## src/rtl/reverb_tap_sequencer.sv

```systemverilog
// Reverb FIR tap-load sequencer: holds the datapath in bypass, drains it, flushes it,
// streams the shadow tap set into the FIR load port, then releases bypass once the FIR reports done.
//
// state     | meaning
// ----------+-----------------------------------------------------------
// IDLE      | no valid tap set loaded; datapath disabled and bypassed
// DRAIN     | datapath enabled but bypassed while the pipeline empties
// FLUSH     | single enable-low cycle that clears the datapath buffers
// LOAD      | streaming shadow[0..N-1] into the FIR tap port
// WAIT_DONE | all taps sent; waiting for tap_done or the timeout
// RUN       | taps live; bypass released unless a reload is pending
module reverb_tap_sequencer #(
  parameter int G_NUM_STAGES_LOG2  = 2,
  parameter int G_STAGE_DEPTH_LOG2 = 2,
  parameter int G_TAP_WIDTH        = 16,
  parameter int G_DRAIN_CYCLES     = 16,
  parameter int G_DONE_TIMEOUT     = 1024
) (
  input  logic                                          clk,
  input  logic                                          reset,
  input  logic                                          cfg_wr_en,
  input  logic [G_NUM_STAGES_LOG2+G_STAGE_DEPTH_LOG2-1:0] cfg_wr_addr,
  input  logic [G_TAP_WIDTH-1:0]                        cfg_wr_data,
  output logic                                          cfg_wr_ready,
  input  logic                                          apply,
  output logic                                          busy,
  output logic [15:0]                                   load_count,
  output logic                                          error,
  output logic                                          dp_enable,
  output logic                                          dp_bypass,
  output logic [G_TAP_WIDTH-1:0]                        tap_dout,
  output logic                                          tap_dout_valid,
  input  logic                                          tap_dout_ready,
  input  logic                                          tap_done
);
  localparam int AW = G_NUM_STAGES_LOG2 + G_STAGE_DEPTH_LOG2;
  localparam int N  = 2 ** AW;
  localparam int DW = $clog2(G_DRAIN_CYCLES + 1);
  localparam int TW = $clog2(G_DONE_TIMEOUT + 1);
  localparam logic [AW:0]   LAST_IDX  = (AW+1)'(N - 1);
  localparam logic [DW-1:0] DRAIN_TOP = DW'(G_DRAIN_CYCLES - 1);
  localparam logic [TW-1:0] TMO_LIMIT = TW'(G_DONE_TIMEOUT);

  typedef enum logic [2:0] {
    S_IDLE, S_DRAIN, S_FLUSH, S_LOAD, S_WAIT_DONE, S_RUN
  } state_t;

  state_t                 state_q, state_d;
  logic                   pending_q, pending_d;
  logic                   error_q, error_d;
  logic [15:0]            load_count_q, load_count_d;
  logic [DW-1:0]          drain_cnt_q, drain_cnt_d;
  logic [TW-1:0]          tmo_cnt_q, tmo_cnt_d;
  logic [AW:0]            idx_q, idx_d;
  logic [G_TAP_WIDTH-1:0] tap_dout_q, tap_dout_d;
  logic                   tap_valid_q, tap_valid_d;
  logic [G_TAP_WIDTH-1:0] shadow_q [N];
  logic [AW-1:0]          rd_addr;

  assign busy           = (state_q == S_DRAIN) || (state_q == S_FLUSH) ||
                          (state_q == S_LOAD)  || (state_q == S_WAIT_DONE);
  assign cfg_wr_ready   = (state_q != S_FLUSH) && (state_q != S_LOAD);
  assign dp_enable      = (state_q != S_IDLE) && (state_q != S_FLUSH);
  // A reload queued during the previous load keeps bypass up through RUN.
  assign dp_bypass      = !((state_q == S_RUN) && !pending_q);
  assign error          = error_q;
  assign load_count     = load_count_q;
  assign tap_dout       = tap_dout_q;
  assign tap_dout_valid = tap_valid_q;
  assign rd_addr        = idx_q[AW-1:0] + AW'(1);

  always_ff @(posedge clk) begin
    if (cfg_wr_en && cfg_wr_ready) shadow_q[cfg_wr_addr] <= cfg_wr_data;
  end

  always_ff @(posedge clk) begin
    if (!reset) begin
      state_q      <= S_IDLE;
      pending_q    <= 1'b0;
      error_q      <= 1'b0;
      load_count_q <= '0;
      drain_cnt_q  <= '0;
      tmo_cnt_q    <= '0;
      idx_q        <= '0;
      tap_dout_q   <= '0;
      tap_valid_q  <= 1'b0;
    end else begin
      state_q      <= state_d;
      pending_q    <= pending_d;
      error_q      <= error_d;
      load_count_q <= load_count_d;
      drain_cnt_q  <= drain_cnt_d;
      tmo_cnt_q    <= tmo_cnt_d;
      idx_q        <= idx_d;
      tap_dout_q   <= tap_dout_d;
      tap_valid_q  <= tap_valid_d;
    end
  end

  always_comb begin
    state_d      = state_q;
    pending_d    = pending_q | (apply & busy);
    error_d      = error_q;
    load_count_d = load_count_q;
    drain_cnt_d  = drain_cnt_q;
    tmo_cnt_d    = tmo_cnt_q;
    idx_d        = idx_q;
    tap_dout_d   = tap_dout_q;
    tap_valid_d  = tap_valid_q;
    case (state_q)
      S_IDLE, S_RUN: begin
        if (apply || pending_q) begin
          state_d     = S_DRAIN;
          pending_d   = 1'b0;
          error_d     = 1'b0;
          drain_cnt_d = DRAIN_TOP;
        end
      end
      S_DRAIN: begin
        if (drain_cnt_q == '0) state_d = S_FLUSH;
        else                   drain_cnt_d = drain_cnt_q - DW'(1);
      end
      S_FLUSH: begin
        state_d     = S_LOAD;
        idx_d       = '0;
        tap_dout_d  = shadow_q[0];
        tap_valid_d = 1'b1;
      end
      S_LOAD: begin
        // Next word is fetched on the handshake so ready-high sustains one tap per cycle.
        if (tap_valid_q && tap_dout_ready) begin
          if (idx_q == LAST_IDX) begin
            tap_valid_d = 1'b0;
            tmo_cnt_d   = '0;
            state_d     = S_WAIT_DONE;
          end else begin
            idx_d      = idx_q + (AW+1)'(1);
            tap_dout_d = shadow_q[rd_addr];
          end
        end
      end
      S_WAIT_DONE: begin
        if (tap_done) begin
          state_d      = S_RUN;
          load_count_d = load_count_q + 16'd1;
        end else if (tmo_cnt_q + TW'(1) == TMO_LIMIT) begin
          state_d = S_IDLE;
          error_d = 1'b1;
        end else begin
          tmo_cnt_d = tmo_cnt_q + TW'(1);
        end
      end
      default: state_d = S_IDLE;
    endcase
  end

endmodule

```

## config.mk

```make
export PLATFORM = sky130hd
export DESIGN_NAME = reverb_tap_sequencer
export DESIGN_NICKNAME = d
export VERILOG_FILES = /design/src/rtl/reverb_tap_sequencer.sv
export SDC_FILE = /design/constraint.sdc
export NUM_CORES = 1
export LEC_CHECK = 0
export BUFFER_PORTS_ARGS = -buffer_cell sky130_fd_sc_hd__buf_4
export CAP_MARGIN = 20
export CORE_MARGIN = 3
export CORE_UTILIZATION = 61
export CTS_CLUSTER_SIZE = 25
export DETAILED_ROUTE_END_ITERATION = 12
export PLACE_DENSITY_LB_ADDON = 0.15
export SYNTH_ARGS = -nofsm -noshare
export SYNTH_HDL_FRONTEND = slang
export SYNTH_SLANG_ARGS = --single-unit
```

## constraint.sdc

```tcl
create_clock -name clk -period 3.5 [get_ports clk]
set_clock_uncertainty 0.1 [all_clocks]
set_input_delay 0 -clock clk [delete_from_list [all_inputs] [get_ports clk]]
set_output_delay 0 -clock clk [all_outputs]
set_load 0.01 [all_outputs]
```

; ---- Word-level counts from Yosys, hierarchy flattened
; Memory sizes are Yosys's and may differ from the RTL's.
; Index checks and enable logic that the tools add are counted.
; W data, S select, Z words.
[word_totals]
inputBits = 26
mem_bits_rw = 256
n_memories = 1
wordCells = 94
reg_bits = 59
out_inout_bits = 38
[op_classes]
eq_ne = 19
muxes = 32
bitwise = 2
reduce_logical = 26
addsub = 5
[memory_table]
columns = name, depth, word_bits, read_ports, rd_ports_with_merged_regs, wr, line
row1 = shadow_q, 16, 16, 2, 0, 1, 57  ; logic [G_TAP_WIDTH-1:0] shadow_q [N];
[ops]
columns = op, count
row1 = $mux W11, 4
row2 = $mux W16, 2
row3 = $pmux W16 S2, 1
row4 = $pmux W11 S2, 1
row5 = $mux W5, 4
row6 = $pmux W5 S2, 2
row7 = $mux W3, 6
row8 = $add A16 B1 Y16 const B, 1
row9 = $pmux W3 S5, 1
row10 = $add A11 B1 Y11 const B, 1
row11 = $eq A11 B11 Y1 const B, 1
row12 = $ne A2 B2 Y1 const B, 5
row13 = $reduce_and A5 Y1, 2
row14 = $mux W1, 9
row15 = $ne A3 B2 Y1 const B, 3
row16 = $reduce_and A3 Y1, 3
row17 = $ne A2 B1 Y1 const B, 4
row18 = $reduce_bool A2 Y1, 4
row19 = $eq A3 B2 Y1 const B, 2
row20 = $eq A3 B3 Y1 const B, 2
row21 = $add A5 B1 Y5 const B, 1
row22 = $eq A5 B4 Y1 const B, 1
row23 = $logic_and A1 B1 Y1, 5
row24 = $logic_not A5 Y1, 1
row25 = other kinds (13), 18

; ---- Longest topological paths before layout
[logic_depth]
ltp_word = 8
ltp_mapped = 9
ltp_nobuf = 8

; ---- Worst setup path after synthesis
; OpenSTA, ideal clock, no wires.
[synth_timing]
kind = register to register
startpoint = register state_q[2]
endpoint = memory shadow_q[0][0], enable pin
path_buffers = 2
required_time_ns = 2.991
period_less_slack_ns = 2.993
arrival_time_ns = 2.483
setup_time_ns = 0.409
stages_incl_launch_ff = 7
setup_slack_ns = 0.507
cell_sequence = dfxtp_1 -> clkbuf_1 -> nand2b_1 -> clkbuf_1 -> nand2_1 -> or3_1 -> nor3_1
[synth_via]
elab_chain_cells = 5
word_cells_on_any_way = 6
cone_classes = eq/ne: 2 / mux: 2 / reduce/logical: 2
[synth_rtl]
columns = item, line
row1 = start: declaration, 48  ; state_t state_q, state_d;
row2 = start signal: assignment, 88  ; state_q <= state_d;
row3 = $ne A3 B2 Y1, 62  ; assign cfg_wr_ready = (state_q != S_FLUSH) && (state_q != S_LOAD);
row4 = $logic_and A1 B1 Y1 (*), 62
row5 = net cfg_wr_ready, 24  ; output logic cfg_wr_ready,
row6 = $logic_and A1 B1 Y1 (*), 73  ; if (cfg_wr_en && cfg_wr_ready) shadow_q[cfg_wr_addr] <= cfg_wr_data;
row7 = $mux W1 (*), 73
row8 = $mux W1 (implied by the code) (*), 73
row9 = end: declaration, 57
; Mark *: on every way through the listed nets, which the timed path passes. The rest lies on a longest branch.

; ---- Final worst setup path
[layout_timing]
startpoint = register state_q[2]
endpoint = memory shadow_q[9][9], enable pin
[layout_via]
elab_chain_cells = 5
word_cells_on_any_way = 6
cone_classes = eq/ne: 2 / mux: 2 / reduce/logical: 2
[layout_rtl]
columns = item, line
row1 = $ne A3 B2 Y1, 62
row2 = $logic_and A1 B1 Y1 (*), 62
row3 = $logic_and A1 B1 Y1 (*), 73
row4 = $mux W1 (*), 73
row5 = $mux W1 (implied by the code) (*), 73
; Mark *: on every way between the ends. The rest lies on a longest branch, timed or not.

==> qor.yml <==
status: "finished, final reports clean"
synth.distinct_cells: 59
worstPathArrival_ns: 3.18
grt_use_met3_pct: 4.52
path_buf_inv: 2
clock_path_buffers: 3
p_switching_mw: 2.02
avgSynthCellArea_um2: 15.6
cp_slowest_cell: "dlygate4sd3_1"
grt_antenna_before_repair: 1
root_buffer: "clkbuf_16"
swShare_pct: 23.5
insertedDiodeCount: 0
clk_pin_slew_ns: 0.06
finalSetupTns_ns: 0
crit_family: "buffers and inverters"
synth_area_leaders: "edfxtp_1, mux4_2, dfxtp_1, nand2_1, nor2_1"
fin_hold_ws_ns: 0.185
max_cap_violations: 0
yosys-top-cells-count: "edfxtp_1, nand2_1, nor2_1"
ant_nets: 0
grt_start_max_net_pins: 67
yosysTopAreaCell: "edfxtp_1"
nNetsFinal: 966
rsz0062_at_grt: "false"
path_cells: "nand2b_1 -> nand4b_1 -> dlygate4sd3_1 -> nor2_2 -> buf_4"
die_w_um: 150
cts.htree.levels: 1
fin_crit_ns: 3.06
final-setup-viol-count: 0
drcViolationCount: 0
via_per_inst: 6.40
place_area_mm2: 0.0137
synthArstFlopShare_pct: 0
cp_data_required_time_ns: 3.63
ios: 64
drive_gt1_share_pct: 25.0
power_frac_clock_pct: 39.6
port_buffers: 63
p_comb_share_pct: 10.3
fin_area_mm2: 0.0151
rows: 52
seq_area_frac_synth_pct: 69.7
ir_worst_vdd_v: 0.000435
cts_sinks: 315
crit_type: "reg2reg"
track_usage_pct: 26.8
max_stage_delay_ns: 0.66
r2r_cells: 5
place_congestion: 0.824
synth_edf_count: 256
slew_headroom_pct: 39.1
synth_most_common_cell: "edfxtp_1"
cts_tree: "yes"
totalWireLength_mm: 30.0
num_vias: 7862
hold_class: "in2reg"
tightest_slew_ns: 0.911
ys.flop_type: "edfxtp_1"
crit_fanout: 18
p_per_area_mw_per_mm2: 570
drt_first_iter_violations: 768
synth_warnings: 0
core-area_mm2: 0.0204
wl_per_cell_um: 24.4
grt_use_met2_pct: 44.7
grt_util_met1_pct: 36.7
clock_latency_ns: 0.55
critPathLaunchType: "flip-flop"
p_int_mw: 6.58
grt_pass1_wl_mm: 45.4
finalCritPeriodShare_pct: 87.4
final-max-slew-violation-count: 0
cts_buffers: 31
synth_nets: 848
p_seq_share_pct: 50.2
grt_pass1_vias: 7927
clock.fmax_mhz: 327
p_leak_nw: 5.01
grt_busiest_layer: "met2"
die_y_um: 150
cp_num_cells: 5
synth_top_area_share_pct: 60.4
syn_inst: 816
overflow: 0
hold_depth: 2
initial_core_util_pct: 62.5
ys_ff_latch: 315
fin_util_pct: 74.1
timing_hold_violations_final: 0
drt_first_pass_iters: 5
hpwlAfterDp_mm: 17.4
synthesis.area_mm2: 0.0127
end_kind: "flip-flop"
area_delta_synth_final_pct: 18.6
dieArea_mm2: 0.0226
-- flip-flops by register name, summed over array words and instances (netlist names) --
register / count
shadow_q: 256
tap_dout_valid: 1
pending_q: 1
load_count: 16
tmo_cnt_q: 11
drain_cnt_q: 5
idx_q: 5
tap_dout: 16
state_q: 3
error: 1
-- through the flow --
step / power [mW] / setup slack (ns) / std cells
floorplan: 4.86 / 0.507 / 816
global placement: 5.18 / 0.998 / 1141
detailed placement: 5.23 / 0.958 / 1141
CTS: 8.62 / 0.456 / 1228
global route: 8.85 / 0.297 / 1229
finish: 8.60 / 0.441 / 1229
-- cell usage in the layout, fill, tap and decap left out, types with 5 or more instances in the layout --
master / n
dlygate4sd3_1: 29
ha_1: 5
nand3b_1: 5
mux4_2: 64
clkbuf_16: 31
nand2b_1: 5
nand4_1: 10
nor2_1: 69
a32o_1: 17
buf_4: 91
edfxtp_1: 256
a21oi_1: 17
or3_1: 5
nand3_1: 41
nor3_1: 11
clkbuf_8: 5
nand2_1: 88
inv_1: 7
o21a_1: 6
nor2b_1: 5
dfxtp_1: 58
o21ai_0: 12
clkinv_2: 8
nor2_2: 7
nor4_1: 5
xnor2_1: 13
-- logic make-up after synthesis --
logic type,synth area share (%)
AOI/OAI and AO/OA,5.28
xor gates and xnor gates,1.17
adders and majority gates,0.590
buffers and inverters,1.42
DFF,69.7
muxes,11.6
and+or+nand+nor,10.3
-- per-layer routing --
layer	share of wire, %	vias to the layer above
met1	39	3941
met3	8.2	65
met4	2.8	2
met2	50	420
li1	-	3434
met5	0.027	-
-- worst paths after layout --
check	startpoint	endpoint	slack (ns)
max	state_q[2]$_SDFFE_PN0P_	shadow_q[9][9]$_DFFE_PP_	0.44
min	cfg_wr_data[15]	shadow_q[14][15]$_DFFE_PP_	0.18
max reg2reg	state_q[2]$_SDFFE_PN0P_	shadow_q[9][9]$_DFFE_PP_	0.44
min reg2reg	tap_dout[14]$_SDFFE_PN0P_	tap_dout[14]$_SDFFE_PN0P_	0.39
-- worst register-to-register path, delay by kind of cell (launching register included) --
family	cells	cell delay [ns]
buffers and inverters	2	1.02
flip-flops	1	0.63
AND/OR/NAND/NOR	3	0.98
-- what timing repair did --
action / CTS / global route
resized for setup: 0 / 0
setup buffers: 0 / 0
hold buffers: 29 / 0
hold endpoints to repair: 355 / 0
-- power groups by stage --
stage / clock (mW) / combinational, mW / sequential, mW
floorplan: 0 / 0.509 / 4.35
global placement: 0 / 0.804 / 4.38
detailed placement: 0 / 0.841 / 4.39
CTS: 3.43 / 0.871 / 4.31
global route: 3.57 / 0.957 / 4.32
finish: 3.40 / 0.884 / 4.31
-- final cells by class --
class | count | area, µm²
Sequential cell | 315 | 8870
Inverter | 7 | 26.3
Clock inverter | 20 | 209
Tap cell | 270 | 338
Clock buffer | 38 | 852
Fill cell | 1224 | 5270
Timing Repair Buffer | 124 | 1060
Multi-Input combinational cell | 455 | 3730
No activity file was read; power rests on OpenSTA's default activity.
